==> config.mk <==
export PLATFORM = sky130hd
export DESIGN_NAME = dpram_bist
export DESIGN_NICKNAME = d
export VERILOG_FILES = /design/src/rtl/dpram_bist_pkg.sv /design/src/rtl/dpram_bist_cmp.sv /design/src/rtl/dpram_bist.sv
export SDC_FILE = /design/constraint.sdc
export NUM_CORES = 1
export LEC_CHECK = 0
export CORE_AREA = 2 2 82 84
export CTS_CLUSTER_DIAMETER = 40
export DETAILED_ROUTE_END_ITERATION = 10
export DIE_AREA = 0 0 84 86
export PLACE_DENSITY = 0.85
export SETUP_SLACK_MARGIN = 0.2
export SLEW_MARGIN = 20
export SYNTH_ARGS = -nofsm -noshare
export SYNTH_HDL_FRONTEND = slang
export SYNTH_SLANG_ARGS = --single-unit
==> constraint.sdc <==
create_clock -name clk -period 2.5 [get_ports clk]
set_clock_uncertainty 0.05 [all_clocks]
set_input_delay 0.5 -clock clk [delete_from_list [all_inputs] [get_ports clk]]
set_output_delay 0.5 -clock clk [all_outputs]
set_load 0.03 [all_outputs]
==> src/rtl/dpram_bist_pkg.sv <==
// dpram_bist_pkg: shared FSM states, counter width and address-derived pattern for the RAM BIST.
package dpram_bist_pkg;
  typedef enum logic [2:0] {IDLE, WR0, RD0, WR1, RD1, CHECK, DONE} state_e;
  localparam int ERR_W = 16;
  function automatic logic [31:0] pattern(input logic [31:0] a, input logic [31:0] seed);
    return a ^ seed;
  endfunction
endpackage

==> src/rtl/dpram_bist_cmp.sv <==
// dpram_bist_cmp: one-deep read compare stage with first-fail capture and saturating error count.
module dpram_bist_cmp
  import dpram_bist_pkg::*;
#(
  parameter int DW = 8,
  parameter int AW = 6
) (
  input  logic             clk,
  input  logic             rst,
  input  logic             clr_i,
  input  logic             issue_i,
  input  logic [AW-1:0]    issue_addr_i,
  input  logic [DW-1:0]    issue_exp_i,
  input  logic [DW-1:0]    rdata_i,
  output logic             mismatch_o,
  output logic [ERR_W-1:0] err_count_o,
  output logic [AW-1:0]    fail_addr_o,
  output logic [DW-1:0]    fail_data_o,
  output logic [DW-1:0]    fail_expected_o
);
  logic             valid_q;
  logic [DW-1:0]    exp_q, fd_q, fe_q;
  logic [AW-1:0]    addr_q, fa_q;
  logic [ERR_W-1:0] err_q;
  assign mismatch_o      = valid_q && (rdata_i != exp_q);
  assign err_count_o     = err_q;
  assign fail_addr_o     = fa_q;
  assign fail_data_o     = fd_q;
  assign fail_expected_o = fe_q;
  always_ff @(posedge clk or posedge rst) begin
    if (rst) begin
      valid_q <= 1'b0;
      exp_q   <= '0;
      addr_q  <= '0;
      err_q   <= '0;
      fa_q    <= '0;
      fd_q    <= '0;
      fe_q    <= '0;
    end else begin
      valid_q <= issue_i;
      exp_q   <= issue_exp_i;
      addr_q  <= issue_addr_i;
      if (clr_i) begin
        err_q <= '0;
        fa_q  <= '0;
        fd_q  <= '0;
        fe_q  <= '0;
      end else if (mismatch_o) begin
        if (err_q == '0) begin
          fa_q <= addr_q;
          fd_q <= rdata_i;
          fe_q <= exp_q;
        end
        if (err_q != '1) err_q <= err_q + ERR_W'(1);
      end
    end
  end
endmodule

==> src/rtl/dpram_bist.sv <==
// dpram_bist: write/read-back BIST for a dual-port RAM (P then ~P patterns).
// Define DPRAM_BIST_NOSTOP_EN to run all phases to completion instead of stopping at the first mismatch.
module dpram_bist
  import dpram_bist_pkg::*;
#(
  parameter int                    DATA_WIDTH = 8,
  parameter int                    MEM_LENGTH = 64,
  parameter logic [DATA_WIDTH-1:0] SEED       = 8'hA5,
  localparam int                   AW         = $clog2(MEM_LENGTH)
) (
  input  logic                  clk,
  input  logic                  rst,
  input  logic                  start,
  output logic                  busy,
  output logic                  done,
  output logic                  pass,
  output logic [ERR_W-1:0]      err_count,
  output logic [AW-1:0]         fail_addr,
  output logic [DATA_WIDTH-1:0] fail_data,
  output logic [DATA_WIDTH-1:0] fail_expected,
  output logic                  ram_wen_a,
  output logic [AW-1:0]         ram_write_address_a,
  output logic [DATA_WIDTH-1:0] ram_data_in_a,
  output logic [AW-1:0]         ram_read_address_b,
  input  logic [DATA_WIDTH-1:0] ram_data_out_b
);
  state_e                state_q, state_d;
  logic [AW-1:0]         addr_q, addr_d;
  logic                  pass_q, pass_d;
  logic                  wr, rd, last, accept, mismatch, abort;
  logic [DATA_WIDTH-1:0] pat, exp_w;
  assign wr     = state_q inside {WR0, WR1};
  assign rd     = state_q inside {RD0, RD1};
  assign last   = addr_q == AW'(MEM_LENGTH - 1);
  assign accept = start && (state_q inside {IDLE, DONE});
  assign pat    = DATA_WIDTH'(pattern(32'(addr_q), 32'(SEED)));
  assign exp_w  = (state_q inside {WR1, RD1}) ? ~pat : pat;
`ifdef DPRAM_BIST_NOSTOP_EN
  assign abort = 1'b0;
`else
  assign abort = mismatch;
`endif
  always_comb begin
    state_d = state_q;
    addr_d  = (wr || rd) ? (last ? '0 : addr_q + AW'(1)) : '0;
    case (state_q)
      IDLE, DONE: state_d = accept ? WR0 : state_q;
      WR0:        state_d = last ? RD0 : WR0;
      RD0:        state_d = last ? WR1 : RD0;
      WR1:        state_d = last ? RD1 : WR1;
      RD1:        state_d = last ? CHECK : RD1;
      CHECK:      state_d = DONE;
      default:    state_d = IDLE;
    endcase
    if (abort) begin
      state_d = DONE;
      addr_d  = '0;
    end
    pass_d = accept ? 1'b0 :
             (state_d == DONE && state_q != DONE) ? (err_count == '0 && !mismatch) : pass_q;
  end
  always_ff @(posedge clk or posedge rst) begin
    if (rst) begin
      state_q <= IDLE;
      addr_q  <= '0;
      pass_q  <= 1'b0;
    end else begin
      state_q <= state_d;
      addr_q  <= addr_d;
      pass_q  <= pass_d;
    end
  end
  assign busy                = !(state_q inside {IDLE, DONE});
  assign done                = state_q == DONE;
  assign pass                = pass_q;
  assign ram_wen_a           = wr;
  assign ram_write_address_a = wr ? addr_q : '0;
  assign ram_data_in_a       = wr ? exp_w : '0;
  assign ram_read_address_b  = rd ? addr_q : '0;
  dpram_bist_cmp #(.DW(DATA_WIDTH), .AW(AW)) u_cmp (
    .clk            (clk),
    .rst            (rst),
    .clr_i          (accept),
    .issue_i        (rd && !abort),
    .issue_addr_i   (addr_q),
    .issue_exp_i    (exp_w),
    .rdata_i        (ram_data_out_b),
    .mismatch_o     (mismatch),
    .err_count_o    (err_count),
    .fail_addr_o    (fail_addr),
    .fail_data_o    (fail_data),
    .fail_expected_o(fail_expected)
  );
endmodule
# After elaboration in Yosys (flattened, before gate mapping)
# Index checks and enable logic that the tools add are counted.
dict set report totals {
  regBits 63
  latch_bits 0
  ram_bits 0
  rom_bits 0
  out_inout_bits 62
  wordCells 74
  mem_count 0
}
dict set report classes {
  n_addsub 2
  n_mul 0
  div 0
  n_lt_le_gt_ge 0
  eq_ne 11
  n_shift 0
  n_mux 28
  n_bitwise 2
  reduce_logical 21
}
# operator count
set op_table {}
lappend op_table {{8-bit two-way mux} 8}
lappend op_table {{16-bit two-way mux} 3}
lappend op_table {{6-bit two-way mux} 8}
lappend op_table {{3-bit one-hot mux with 6 select lines} 1}
lappend op_table {{16-bit by 1-bit adder with 16-bit output, second input constant} 1}
lappend op_table {{16-bit logical NOT} 1}
lappend op_table {{16-bit inequality test, second input constant} 1}
lappend op_table {{2-bit nonzero test} 8}
lappend op_table {{3-bit equality test, second input constant} 4}
lappend op_table {{3-bit two-way mux} 3}
lappend op_table {{8-bit inequality test} 1}
lappend op_table {{8-bit inverter} 1}
lappend op_table {{6-bit by 1-bit adder with 6-bit output, second input constant} 1}
lappend op_table {{3-bit by 2-bit equality test with 1-bit output, second input constant} 2}
lappend op_table {{6-bit equality test, second input constant} 1}
lappend op_table {{1-bit logical AND} 5}
lappend op_table {{1-bit two-way mux} 4}
lappend op_table {{3-bit inverter with 4-bit output} 1}
lappend op_table {{2-bit AND reduction} 2}
lappend op_table {{3-bit by 1-bit equality test with 1-bit output, second input constant} 1}
lappend op_table {{3-bit logical NOT} 1}
lappend op_table {{3-bit inequality test, second input constant} 1}
lappend op_table {{1-bit logical NOT} 2}
lappend op_table {{2-bit two-way mux} 1}
lappend op_table {{2 further kinds} 2}

# Depth between registers and ports, before layout
# Gate-level depths: netlist (run 1).
dict set report depth {
  depth_word 10
  ltp_mapped 8
  mapped_depth_nobuf 7
}

# Modules after synthesis
# A second synthesis (run 1) with hierarchy kept.
dict set report unflattened {
  hier_cells 315
  hier_area_um2 3239.4
}
# mod instances cells_each area_each_um2 seq_area_each_um2
set by_module_without_submodules {}
lappend by_module_without_submodules {dpram_bist_cmp 1 213 2414.8 1326.3}
lappend by_module_without_submodules {dpram_bist 1 102 824.5 250.2}

# Least setup slack after synthesis (run 1)
# Ideal clock, no wire load.
dict set report synth_timing {
  path_kind {register to output}
  startpoint {register state_q[1]}
  endpoint {output ram_data_in_a[1]}
  arrival_time_ps 1755
  required_ps 1950
  slack_ps 195
  stages_incl_launch_ff 7
  path_cell_list {dfrtp_1 > buf_2 > nand2_1 > nor2_1 > nor2_2 > xnor2_1 > and2_1}
}
dict set report synth_via {
  elab_chain_len 4
}
# item line_no
set synth_rtl {}
lappend synth_rtl {{start: declaration} dpram_bist.sv:27} ;# state_e state_q, state_d;
lappend synth_rtl {{start signal: assignment} dpram_bist.sv:68} ;# state_q <= state_d;
lappend synth_rtl {{3-bit by 2-bit equality test with 1-bit output / 3-bit equality test (equally long branches)} dpram_bist.sv:37} ;# assign exp_w = (state_q inside {WR1, RD1}) ? ~pat : pat;
lappend synth_rtl {{2-bit nonzero test *} dpram_bist.sv:37}
lappend synth_rtl {{8-bit two-way mux *} dpram_bist.sv:37}
lappend synth_rtl {{net exp_w[1]} dpram_bist.sv:31} ;# logic [DATA_WIDTH-1:0] pat, exp_w;
lappend synth_rtl {{8-bit two-way mux *} dpram_bist.sv:78} ;# assign ram_data_in_a = wr ? exp_w : '0;
lappend synth_rtl {{end: declaration} dpram_bist.sv:23} ;# output logic [DATA_WIDTH-1:0] ram_data_in_a,
# Mark *: on every way through the listed nets, which the timed path passes. The rest lies on a longest branch.

# Final worst setup path (run 1)
dict set report layout_timing {
  startpoint {register state_q[1]}
  endpoint {output ram_data_in_a[5]}
}
# Same word-level chain as after synthesis.

==> results of run 1 <==
## synth_stat cells (2+ instances only)
| cell type | count |
|---|---|
| nand3_1 | 32 |
| nand2_1 | 37 |
| xnor2_1 | 13 |
| nor4_1 | 3 |
| and3_1 | 3 |
| a21oi_1 | 17 |
| o21ai_1 | 2 |
| mux2i_1 | 4 |
| nand4_1 | 6 |
| nor2b_1 | 2 |
| inv_1 | 6 |
| xor2_1 | 6 |
| buf_1 | 2 |
| dfrtp_1 | 63 |
| ha_1 | 3 |
| o21ai_0 | 27 |
| o31ai_1 | 8 |
| and2_1 | 20 |
| clkbuf_1 | 12 |
| or4_1 | 8 |
| o41ai_1 | 2 |
| nand3b_1 | 2 |
| nor2_1 | 10 |
| nor3_1 | 7 |
| nand2b_1 | 3 |
| and4_1 | 2 |
| buf_2 | 6 |
## metrics by stage
step                total power (uW)  worst slack [ns]  hold WS, ns
CTS                             4427           0.05763       0.4575
floorplan                       2732            0.2630       0.3019
detailed placement              3566           0.03565       0.4424
finish                          4668           0.02252       0.4573
global route                    4930         -0.008165       0.4792
global placement                3506            0.1008       0.4328
## where the power goes
part           leakage, uW  internal [uW]  switching [uW]
combinational     0.000922            960            1390
clock             0.000105            463             395
sequential        0.000836           1260             198
total              0.00186           2690            1980
## metal layers
metal	share of wire [%]	vias up	global-route usage, %
met5	0	-	0
met4	2.5	0	9.238
met3	5.0	19	5.005
met2	51	96	38.04
met1	41	1363	29.45
li1	-	1310	-
## registers in the layout, summed over array words and instances, names as in the netlist
signal	flops
u_cmp.err_count_o	16
u_cmp.exp_q	8
u_cmp.fail_data_o	8
u_cmp.fail_expected_o	8
addr_q	6
u_cmp.addr_q	6
u_cmp.fail_addr_o	6
state_q	3
pass	1
u_cmp.valid_q	1
## cell families (layout without fill, tap and decap cells)
| kind of cell | count (synthesis) | after routing | synth area share [%] |
|---|---|---|---|
| and+or+nand+nor | 148 | 148 | 26.25 |
| muxes | 4 | 4 | 1.302 |
| buffers and inverters | 26 | 118 | 3.419 |
| xor gates and xnor gates | 19 | 19 | 5.413 |
| adders and majority gates | 3 | 3 | 1.221 |
| DFF | 63 | 63 | 51.28 |
| AOI/OAI and AO/OA | 60 | 60 | 11.11 |
## critical path, delay by kind of cell, from the launching register on
family | cells | cell delay (ns)
AND/OR/NAND/NOR | 4 | 0.57
buffers and inverters | 2 | 0.35
XOR/XNOR | 1 | 0.25
flip-flops | 1 | 0.41
## layout make-up
type,count,area [um^2]
timing repair buffer,96,903.4
multi-input combinational,234,1461
clock inverter,3,15.01
clock buffer,13,178.9
inverter,6,22.52
tap,77,96.34
fill,465,2022
sequential,63,1578
## timing repair
item / CTS / global route
pin swaps: 0 / 2
hold endpoints to repair: 0 / 0
buffers inserted: 1 / 6
resized for setup: 15 / 24
setup endpoints to repair: 16 / 27
## worst max-delay path by stage
stage	end	slack [ns]	depth (start not counted)
floorplan	ram_data_in_a[0]	0.26	4
global route	ram_data_in_a[5]	-0.008	6
global placement	u_cmp.err_count_o[5]	0.10	7
CTS	ram_data_in_a[5]	0.06	7
detailed placement	u_cmp.err_count_o[5]	0.04	7
finish	ram_data_in_a[5]	0.02	7
==> results.txt, run 1 <==
total number of vias: 2,788
startpoint types: flip-flop
Final HPWL DP: 5360 um
first-pass GRT wire length: 12,960 um
io pins: 73
CP Cell Sequence: buf_4 > nand2_2 > nor2_4 > nor2_4 > xor2_1 > and2_1 > buf_4
FF-to-FF Start: u_cmp.err_count_o[0]
max_cap viols: 0
Final Cycle Share: 99.10%
largest cells by area after synthesis: dfrtp_1 (51%), nand3_1 (5.2%), nand2_1 (4.5%), o21ai_0 (4.4%), and2_1 (4.1%)
Pins Over Slew Limit: 0
Layout Cells excl Fill: 492
EDFF count, synth: 0
gpl congestion: 0.9260
total congestion overflow: 0
CP max FO: 8
drt via density: 5.667
Die Area: 7224 um^2
Pwr Density: 1097 nW/um^2
initial antenna violation count: 0
leakage power figure: 0.001863 uW
CP arrival: 1.93 ns
WL/cell: 17.27 um
Worst Setup End Kind: output port
largest area contributor in the netlist: dfrtp_1
hold path endpoint: u_cmp.fail_data_o[3]
Root Buffer Master: clkbuf_8
WL final: 8498 um
r2r worst-path depth: 6
Final Hold Fails: 0
Clk pin slew, worst setup/hold paths: 0.07 ns
Hold Startpoint: u_cmp.fail_data_o[3]
Core Rows: 29
Worst Hold Depth: 2
Die X: 84 um
post-route antenna net violation count: 0
Post-Layout Inst Area: 4255 um^2
Synth async-reset ratio: 100.0%
Die Height: 86 um
VDD IR-drop max: 0.7310 mV
Antenna Cells: 0
Final Core Density: 67.79%
vias in the first global route: 2,652
Syn. warnings: 0
share of cells above drive strength 1: 18.31%
CTS tree: done
H-tree lvl count: 3
Worst Tran Pin Value: 0.4980 ns
r2r endpoint: u_cmp.err_count_o[5]
Main synth FF type: dfrtp_1
Setup-failing EPs final: 0
Syn Area/Cell: 9.518 um^2
TritonRoute pass-1 iters: 4
CTS Sinks: 63
Worst R2R Setup Slack: 0.35 ns
RSZ-0062 raised after global routing: true
Synth Register Bits: 63
post-route minimum period: 2.477 ns
critical path class: flip-flop to output port
setup TNS: 0 ns
Syn Nets: 337
Placed Cells: 469
Critical-path top delay cell: dfrtp_1
relative slew slack: 66.80%
fmax: 403.6 MHz
CP required: 1.95 ns
crit path from: state_q[1]
area of the core: 6277 um^2
mapped cell area: 3074 um^2
Placement Cell Area: 3931 um^2
largest net degree at the start of global routing: 64
Synth top area share: 51.28%
Longest Clk Path Bufs: 2
Clock Latency Late Sink: 0.35 ns
DRT iter0 DRCs: 252
Area Growth Syn to Fin: 38.42%
hold buffer count at CTS: 0
sequential fraction of the synthesis area: 51.28%
Global Route Usage Sum: 22.90%
Cells after Synth: 323
DRC violations left: 0
Tightest Hold Check Type: flip-flop to flip-flop
outcome: complete, no violations
unique cell type count in the Yosys netlist: 44
most frequent cells in the layout: dfrtp_1 (62), clkdlybuf4s50_1 (49), nand2_1 (36)
commonest non-fill, non-tap cell in the layout: dfrtp_1
Final #Nets: 424
Port Buffers: 72
CTS Buf Count: 9
Initial Util: 48.97%
slowest stage delay, CP: 0.41 ns
(Power assumes the default switching activity.)
==> run 2, diff against run 1 <==
--- a/config.mk
+++ b/config.mk
@@ -5,11 +5,14 @@
 export SDC_FILE = /design/constraint.sdc
 export NUM_CORES = 1
 export LEC_CHECK = 0
-export CORE_AREA = 2 2 82 84
+export CORE_AREA = 2 2 78 80
 export CTS_CLUSTER_DIAMETER = 40
+export CTS_CLUSTER_SIZE = 28
 export DETAILED_ROUTE_END_ITERATION = 10
-export DIE_AREA = 0 0 84 86
-export PLACE_DENSITY = 0.85
+export DIE_AREA = 0 0 80 82
+export DONT_BUFFER_PORTS = 1
+export GPL_TIMING_DRIVEN = 0
+export PLACE_DENSITY = 0.76
 export SETUP_SLACK_MARGIN = 0.2
 export SLEW_MARGIN = 20
 export SYNTH_ARGS = -nofsm -noshare
==> run 2 against run 1 <==
  * Routed wire length is 8.6% lower
  * Power is 4.7% lower
  * Sequential power increased by 18%
  * Core utilization is 3.1 points lower
  * Hold slack got worse by 0.23 ns
  * Clock power up 10%
  * Maximum frequency is 5.8% higher
  * Highest routed layer unchanged
==> results.txt, run 2 (same netlist as run 1, synthesis figures left out) <==
Pwr Density: 1197 nW/um^2 (+9.1%)
VDD IR-drop max: 0.8253 mV (+13%)
total number of vias: 2,560 (-8.2%)
vias in the first global route: 2,386 (-10%)
worst hold slack: 0.2298 ns (-0.2275 ns)
Tightest Hold Check Type: primary input to flip-flop
slowest stage delay, CP: 0.36 ns (-0.05 ns)
Die Height: 82 um (-4.7%)
Area Growth Syn to Fin: 20.88%
Layout Cells excl Fill: 429 (-13%)
total congestion overflow: 0 (unchanged)
CTS Buf Count: 9 (unchanged)
DRT iter0 DRCs: 154 (-39%)
Die X: 80 um (-4.8%)
io pins: 73 (unchanged)
leakage power figure: 0.001623 uW (-13%)
WL/cell: 18.11 um (+4.9%)
CP required: 1.95 ns (about the same)
relative slew slack: 50.28% (-17 points)
RSZ-0062 raised after global routing: true
max_cap viols: 0 (unchanged)
Final #Nets: 363 (-14%)
area of the core: 5746 um^2 (-8.5%)
gpl congestion: 0.8779 (-5.2%)
outcome: complete, no violations
WL final: 7771 um (-8.6%)
Worst Tran Pin Value: 0.7430 ns (+0.2450 ns)
share of cells above drive strength 1: 23.16% (+4.9 points)
Final HPWL DP: 5131 um (-4.3%)
CP max FO: 8 (unchanged)
Critical-path top delay cell: dfrtp_1
commonest non-fill, non-tap cell in the layout: dfrtp_1
largest net degree at the start of global routing: 56 (-13%)
setup TNS: 0 ns (unchanged)
CP Cell Sequence: buf_6 > nand2_4 > nor2_4 > nor2_4 > buf_12 > xor2_2 > and2_4
H-tree lvl count: 3 (unchanged)
Clock Latency Late Sink: 0.35 ns (about the same)
Global Route Usage Sum: 24.56% (+1.7 points)
post-route minimum period: 2.342 ns (-0.1358 ns)
Clk pin slew, worst setup/hold paths: 0.07 ns (about the same)
CTS tree: done
Worst Setup End Kind: output port
Root Buffer Master: clkbuf_8
Final Cycle Share: 93.67% (-5.4 points)
total power: 4447 uW (-4.7%)
DP Worst Slack: -0.07307 ns (-0.1087 ns)
Antenna Cells: 0 (unchanged)
cell repeated most along the worst path: nor2_4
startpoint types: flip-flop
Final Hold Fails: 0 (unchanged)
DRC violations left: 0 (unchanged)
initial antenna violation count: 0 (unchanged)
TritonRoute pass-1 iters: 4 (unchanged)
CP arrival: 1.79 ns (-0.14 ns)
Die Area: 6560 um^2 (-9.2%)
Setup-failing EPs final: 0 (unchanged)
Initial Util: 53.51% (+4.5 points)
max FFs per register: 16 (unchanged)
drt via density: 5.967 (+5.3%)
Port Buffers: 0 (-100%)
most frequent cells in the layout: dfrtp_1 (60), nand2_1 (36), nand3_1 (32)
Core Rows: 28 (-3.4%)
CTS Sinks: 63 (unchanged)
Longest Clk Path Bufs: 2 (unchanged)
post-route antenna net violation count: 0 (unchanged)
Placed Cells: 399 (-15%)
Pins Over Slew Limit: 0 (unchanged)
fmax: 427.0 MHz (+5.8%)
critical path class: flip-flop to output port
final worst setup slack: 0.1583 ns (+0.1358 ns)
first-pass GRT wire length: 12,100 um (-6.6%)
run 2: changes by cell type in the layout (fill, tap and decap cells not counted), moves of 5 or more:
cell	previous run	this run
buf_4	28	12
buf_2	0	5
clkbuf_1	0	6
and2_4	1	7
clkdlybuf4s50_1	49	0
and2_1	18	9
run 2: where the power goes:
group	internal (uW)	leakage, uW	switching, uW
clock	544	0.000113	403
combinational	681	0.000678	1100
sequential	1260	0.000833	462
total	2490	0.00162	1960
run 2: worst max-delay path: cells and delay by family (launching register included):
kind	cells	cell delay, ns
AND/OR/NAND/NOR	4	0.60
flip-flops	1	0.36
buffers and inverters	2	0.30
XOR/XNOR	1	0.18
run 2: final timing paths:
kind | start | cells past startpoint | to | slack, ns
setup / recovery | state_q[1] | 7 | ram_data_in_a[0] | 0.16
hold / removal | ram_data_out_b[5] | 2 | u_cmp.fail_data_o[5] | 0.23
setup reg to reg | u_cmp.err_count_o[5] | 5 | u_cmp.err_count_o[15] | 0.28
hold reg to reg | addr_q[2] | 0 | u_cmp.addr_q[2] | 0.33
max in group asynchronous | rst | 3 | u_cmp.err_count_o[2] | 1.40
min in group asynchronous | rst | 2 | state_q[1] | 0.48
run 2: final cells by class:
class / instances / area (um^2)
multi-input combinational: 234 / 1535
timing repair buffer: 15 / 147.6
clock inverter: 4 / 52.55
inverter: 6 / 25.02
fill: 452 / 2029
clock buffer: 12 / 165.2
buffer: 20 / 116.4
tap: 75 / 93.84
sequential: 63 / 1580
run 2: through the flow:
stage / area [um^2] / utilization, %
6_report: 3716 / 64.68
5_1_grt: 3716 / 64.68
4_1_cts: 3616 / 62.94
3_5_place_dp: 3201 / 55.71
3_3_place_gp: 3171 / 55.18
2_1_floorplan: 3077 / -
run 2: repair_timing:
action | CTS | global route
buffers inserted | 8 | 5
resized for setup | 41 | 21
hold buffers | 1 | 0
setup endpoints to repair | 52 | 51
endpoints found under the hold margin | 8 | 0
pin swaps | 10 | 8
run 2: metal layers:
| layer | up-vias | global-route usage (%) | part of all wire [%] |
|---|---|---|---|
| li1 | 1197 | - | - |
| met1 | 1276 | 30.36 | 43 |
| met2 | 68 | 39.42 | 49 |
| met3 | 19 | 8.462 | 6.2 |
| met4 | 0 | 10.34 | 2.0 |
| met5 | - | 0 | 0 |
==> run 3, diff against run 2 <==
--- a/config.mk
+++ b/config.mk
@@ -5,14 +5,15 @@
 export SDC_FILE = /design/constraint.sdc
 export NUM_CORES = 1
 export LEC_CHECK = 0
-export CORE_AREA = 2 2 78 80
+export ABC_AREA = 1
+export CORE_AREA = 5 5 83 85
 export CTS_CLUSTER_DIAMETER = 40
 export CTS_CLUSTER_SIZE = 28
 export DETAILED_ROUTE_END_ITERATION = 10
-export DIE_AREA = 0 0 80 82
+export DIE_AREA = 0 0 88 90
 export DONT_BUFFER_PORTS = 1
 export GPL_TIMING_DRIVEN = 0
-export PLACE_DENSITY = 0.76
+export PLACE_DENSITY = 0.79
 export SETUP_SLACK_MARGIN = 0.2
 export SLEW_MARGIN = 20
 export SYNTH_ARGS = -nofsm -noshare
==> run 3 against run 2 <==
  * Critical path depth is 1 lower
  * Sequential cell count did not move
  * Sequential share of layout area down 0.53 points
  * Synthesized cell count up 26%
  * Largest power group is now registers
==> results.txt, run 3 <==
outcome: complete, no violations
Tightest Hold Check Type: primary input to flip-flop
Antenna Cells: 0 (unchanged)
post-route antenna net violation count: 0 (unchanged)
gpl congestion: 0.9004 (+2.6%)
Worst R2R Setup Slack: 0.38 ns (+0.10 ns)
CP max FO: 8 (unchanged)
Synth top area share: 48.76% (-2.5 points)
CP required: 1.95 ns (about the same)
fill count: 492 (+8.8%)
VDD IR-drop max: 0.7885 mV (-4.5%)
Top delay family on crit path: simple AND/OR/NAND/NOR gates
Worst Hold Depth: 2 (unchanged)
Sw Pwr: 2299 uW (+17%)
internal power: 2342 uW (-5.8%)
CTS tree: done
Pins Over Slew Limit: 0 (unchanged)
Syn Nets: 421 (+25%)
Final Core Density: 61.42% (-3.3 points)
drt via density: 5.284 (-11%)
Sequential Area: 1582 um^2 (about the same)
r2r worst-path depth: 11 (+6)
total congestion overflow: 0 (unchanged)
Die Area: 7920 um^2 (+21%)
Longest Clk Path Bufs: 2 (unchanged)
Synth Register Bits: 63 (unchanged)
sequential fraction of the synthesis area: 48.76% (-2.5 points)
DRC violations left: 0 (unchanged)
Final HPWL DP: 5520 um (+7.6%)
Net Sw Frac: 49.54% (+5.4 points)
largest area contributor in the netlist: dfrtp_1
Post-Layout Inst Area: 3766 um^2 (+1.3%)
Worst Tran Pin Value: 0.5695 ns (-0.1735 ns)
max FFs per register: 16 (unchanged)
startpoint types: flip-flop
area of the core: 6132 um^2 (+6.7%)
mapped cell area: 3233 um^2 (+5.2%)
Final #Nets: 439 (+21%)
share of cells above drive strength 1: 18.60% (-4.6 points)
vias in the first global route: 2,621 (+9.8%)
r2r endpoint: u_cmp.err_count_o[10]
CP Cell Sequence: inv_2 > nand3_2 > nand2_4 > xor2_1 > inv_1 > nor2_4
largest cells by area after synthesis: dfrtp_1 (49%), nand2_1 (14%), nand3_1 (6.8%), xor2_1 (6.0%), nor2_1 (5.7%)
Die Height: 90 um (+9.8%)
Root Buffer Master: clkbuf_8
first-pass GRT wire length: 12,750 um (+5.4%)
Initial Util: 52.72% (-0.78 points)
worst hold slack: 0.2161 ns (-0.01372 ns)
final worst setup slack: 0.2023 ns (+0.04401 ns)
Worst setup endpoint: ram_data_in_a[3]
Setup-failing EPs final: 0 (unchanged)
clock power share: 19.3% (-2.0 points)
RSZ-0062 raised after global routing: true
Placement Cell Area: 3352 um^2 (+4.7%)
footprint of the multi-input gates: 1548 um^2 (+0.81%)
CTS Buf Count: 9 (unchanged)
WL/cell: 15.39 um (-15%)
slowest stage delay, CP: 0.44 ns (+0.08 ns)
DRT iter0 DRCs: 158 (+2.6%)
Die X: 88 um (+10%)
Cells after Synth: 407 (+26%)
CP arrival: 1.75 ns (-0.04 ns)
commonest non-fill, non-tap cell in the layout: nand2_1
FF-to-FF Start: u_cmp.err_count_o[0]
crit path buf inv count: 2 (unchanged)
largest net degree at the start of global routing: 34 (-39%)
Main synth FF type: dfrtp_1
relative slew slack: 61.89% (+12 points)
max_cap viols: 0 (unchanged)
CTS Sinks: 63 (unchanged)
leakage power figure: 0.001873 uW (+15%)
Worst Setup End Kind: output port
Stages on worst setup path: 6 (-1)
WL final: 7804 um (+0.42%)
Global Route Usage Sum: 20.37% (-4.2 points)
unique cell type count in the Yosys netlist: 26 (-41%)
Syn Area/Cell: 7.944 um^2 (-17%)
Synth top cells by count: nand2_1 (117), dfrtp_1 (63), nor2_1 (49)
setup TNS: 0 ns (unchanged)
initial antenna violation count: 0 (unchanged)
most frequent cells in the layout: nand2_1 (116), dfrtp_1 (59), inv_1 (42)
post-route minimum period: 2.298 ns (-0.04401 ns)
Comb pwr share: 39.3% (-0.7 points)
Reg power frac: 41.4% (+2.7 points)
H-tree lvl count: 3 (unchanged)
Final Hold Fails: 0 (unchanged)
critical path class: flip-flop to output port
Synth async-reset ratio: 100.0% (unchanged)
Area Growth Syn to Fin: 16.49%
EDFF count, synth: 0 (unchanged)
Clock Latency Late Sink: 0.34 ns (about the same)
Final Cycle Share: 91.91% (-1.8 points)
Syn. warnings: 0 (unchanged)
TritonRoute pass-1 iters: 6 (+2)
io pins: 73 (unchanged)
Clk pin slew, worst setup/hold paths: 0.08 ns (about the same)
Pwr Density: 1232 nW/um^2 (+3.0%)
Core Rows: 29 (+3.6%)
Port Buffers: 0 (unchanged)
fmax: 435.2 MHz (+1.9%)
crit path from: state_q[1]
Critical-path top delay cell: dfrtp_2
total number of vias: 2,679 (+4.6%)
most frequent cell after synthesis: nand2_1
DP Worst Slack: 0.08956 ns (+0.1626 ns)
==> run 3: cell types whose count changed in the layout (fill, tap and decap cells not counted), moves of 6 or more <==
cell     delta
or4_1       -8
inv_2       +6
buf_4       -7
nand2_1    +80
o31ai_1     -8
and2_1      -9
a21oi_1    -14
o21ai_0    -19
nor2_4     +11
and2_4      -7
nor2_1     +28
inv_1      +37
xor2_1     +16
nand3_1     +9
==> run 3: logic make-up (layout without fill, tap and decap cells) <==
family	Yosys count	in the layout	share of synthesized area (%)
AOI/OAI and AO/OA	15	15	2.786
xor gates and xnor gates	27	27	7.314
adders and majority gates	3	3	1.161
buffers and inverters	60	83	8.011
DFF	63	63	48.76
and+or+nand+nor	239	239	31.97
==> run 3: timing repair <==
| item | 4_1_cts | 5_1_grt |
|---|---|---|
| endpoints found under the hold margin | 32 | 0 |
| hold buffers | 1 | 0 |
| resized for setup | 39 | 8 |
| buffers inserted | 3 | 2 |
| setup endpoints to repair | 13 | 31 |
| pin swaps | 7 | 8 |
==> run 3: how the worst min path moves through the flow <==
stage / start / end
5_1_grt: ram_data_out_b[6] / u_cmp.fail_data_o[6]
3_3_place_gp: addr_q[5] / u_cmp.addr_q[5]
2_1_floorplan: addr_q[5] / u_cmp.addr_q[5]
6_report: ram_data_out_b[7] / u_cmp.fail_data_o[7]
3_5_place_dp: rst / u_cmp.fail_data_o[4]
4_1_cts: ram_data_out_b[3] / u_cmp.fail_data_o[3]
==> run 3: cell type report <==
type	count	share of cell area (%)
Timing Repair Buffer	7	1.794
Clock buffer	9	3.289
Inverter	50	5.150
Sequential cell	63	41.99
Multi-Input combinational cell	284	41.10
Buffer	10	2.193
Clock inverter	7	1.927
Tap cell	77	2.558
==> run 3: power groups by stage <==
| stage | clock network (uW) | logic [uW] | registers, uW |
|---|---|---|---|
| detailed placement | 0 | 1560 | 1930 |
| finish | 897 | 1820 | 1920 |
| floorplan | 0 | 1270 | 1850 |
| global placement | 0 | 1510 | 1920 |
| global route | 951 | 2030 | 1960 |
| CTS | 902 | 1760 | 1920 |
==> run 3: metal layers <==
layer | share of wire, % | routed length (um) | GRT usage (%)
met1 | 41 | 3238 | 25.29
met2 | 49 | 3825 | 32.54
met3 | 7.0 | 543 | 5.484
met4 | 2.5 | 196 | 9.463
met5 | 0 | 0 | 0
==> run 3: per-stage QoR <==
stage | std cells | power (uW)
6_report | 507 | 4641
3_3_place_gp | 484 | 3426
3_5_place_dp | 485 | 3496
4_1_cts | 505 | 4581
2_1_floorplan | 407 | 3120
5_1_grt | 507 | 4940
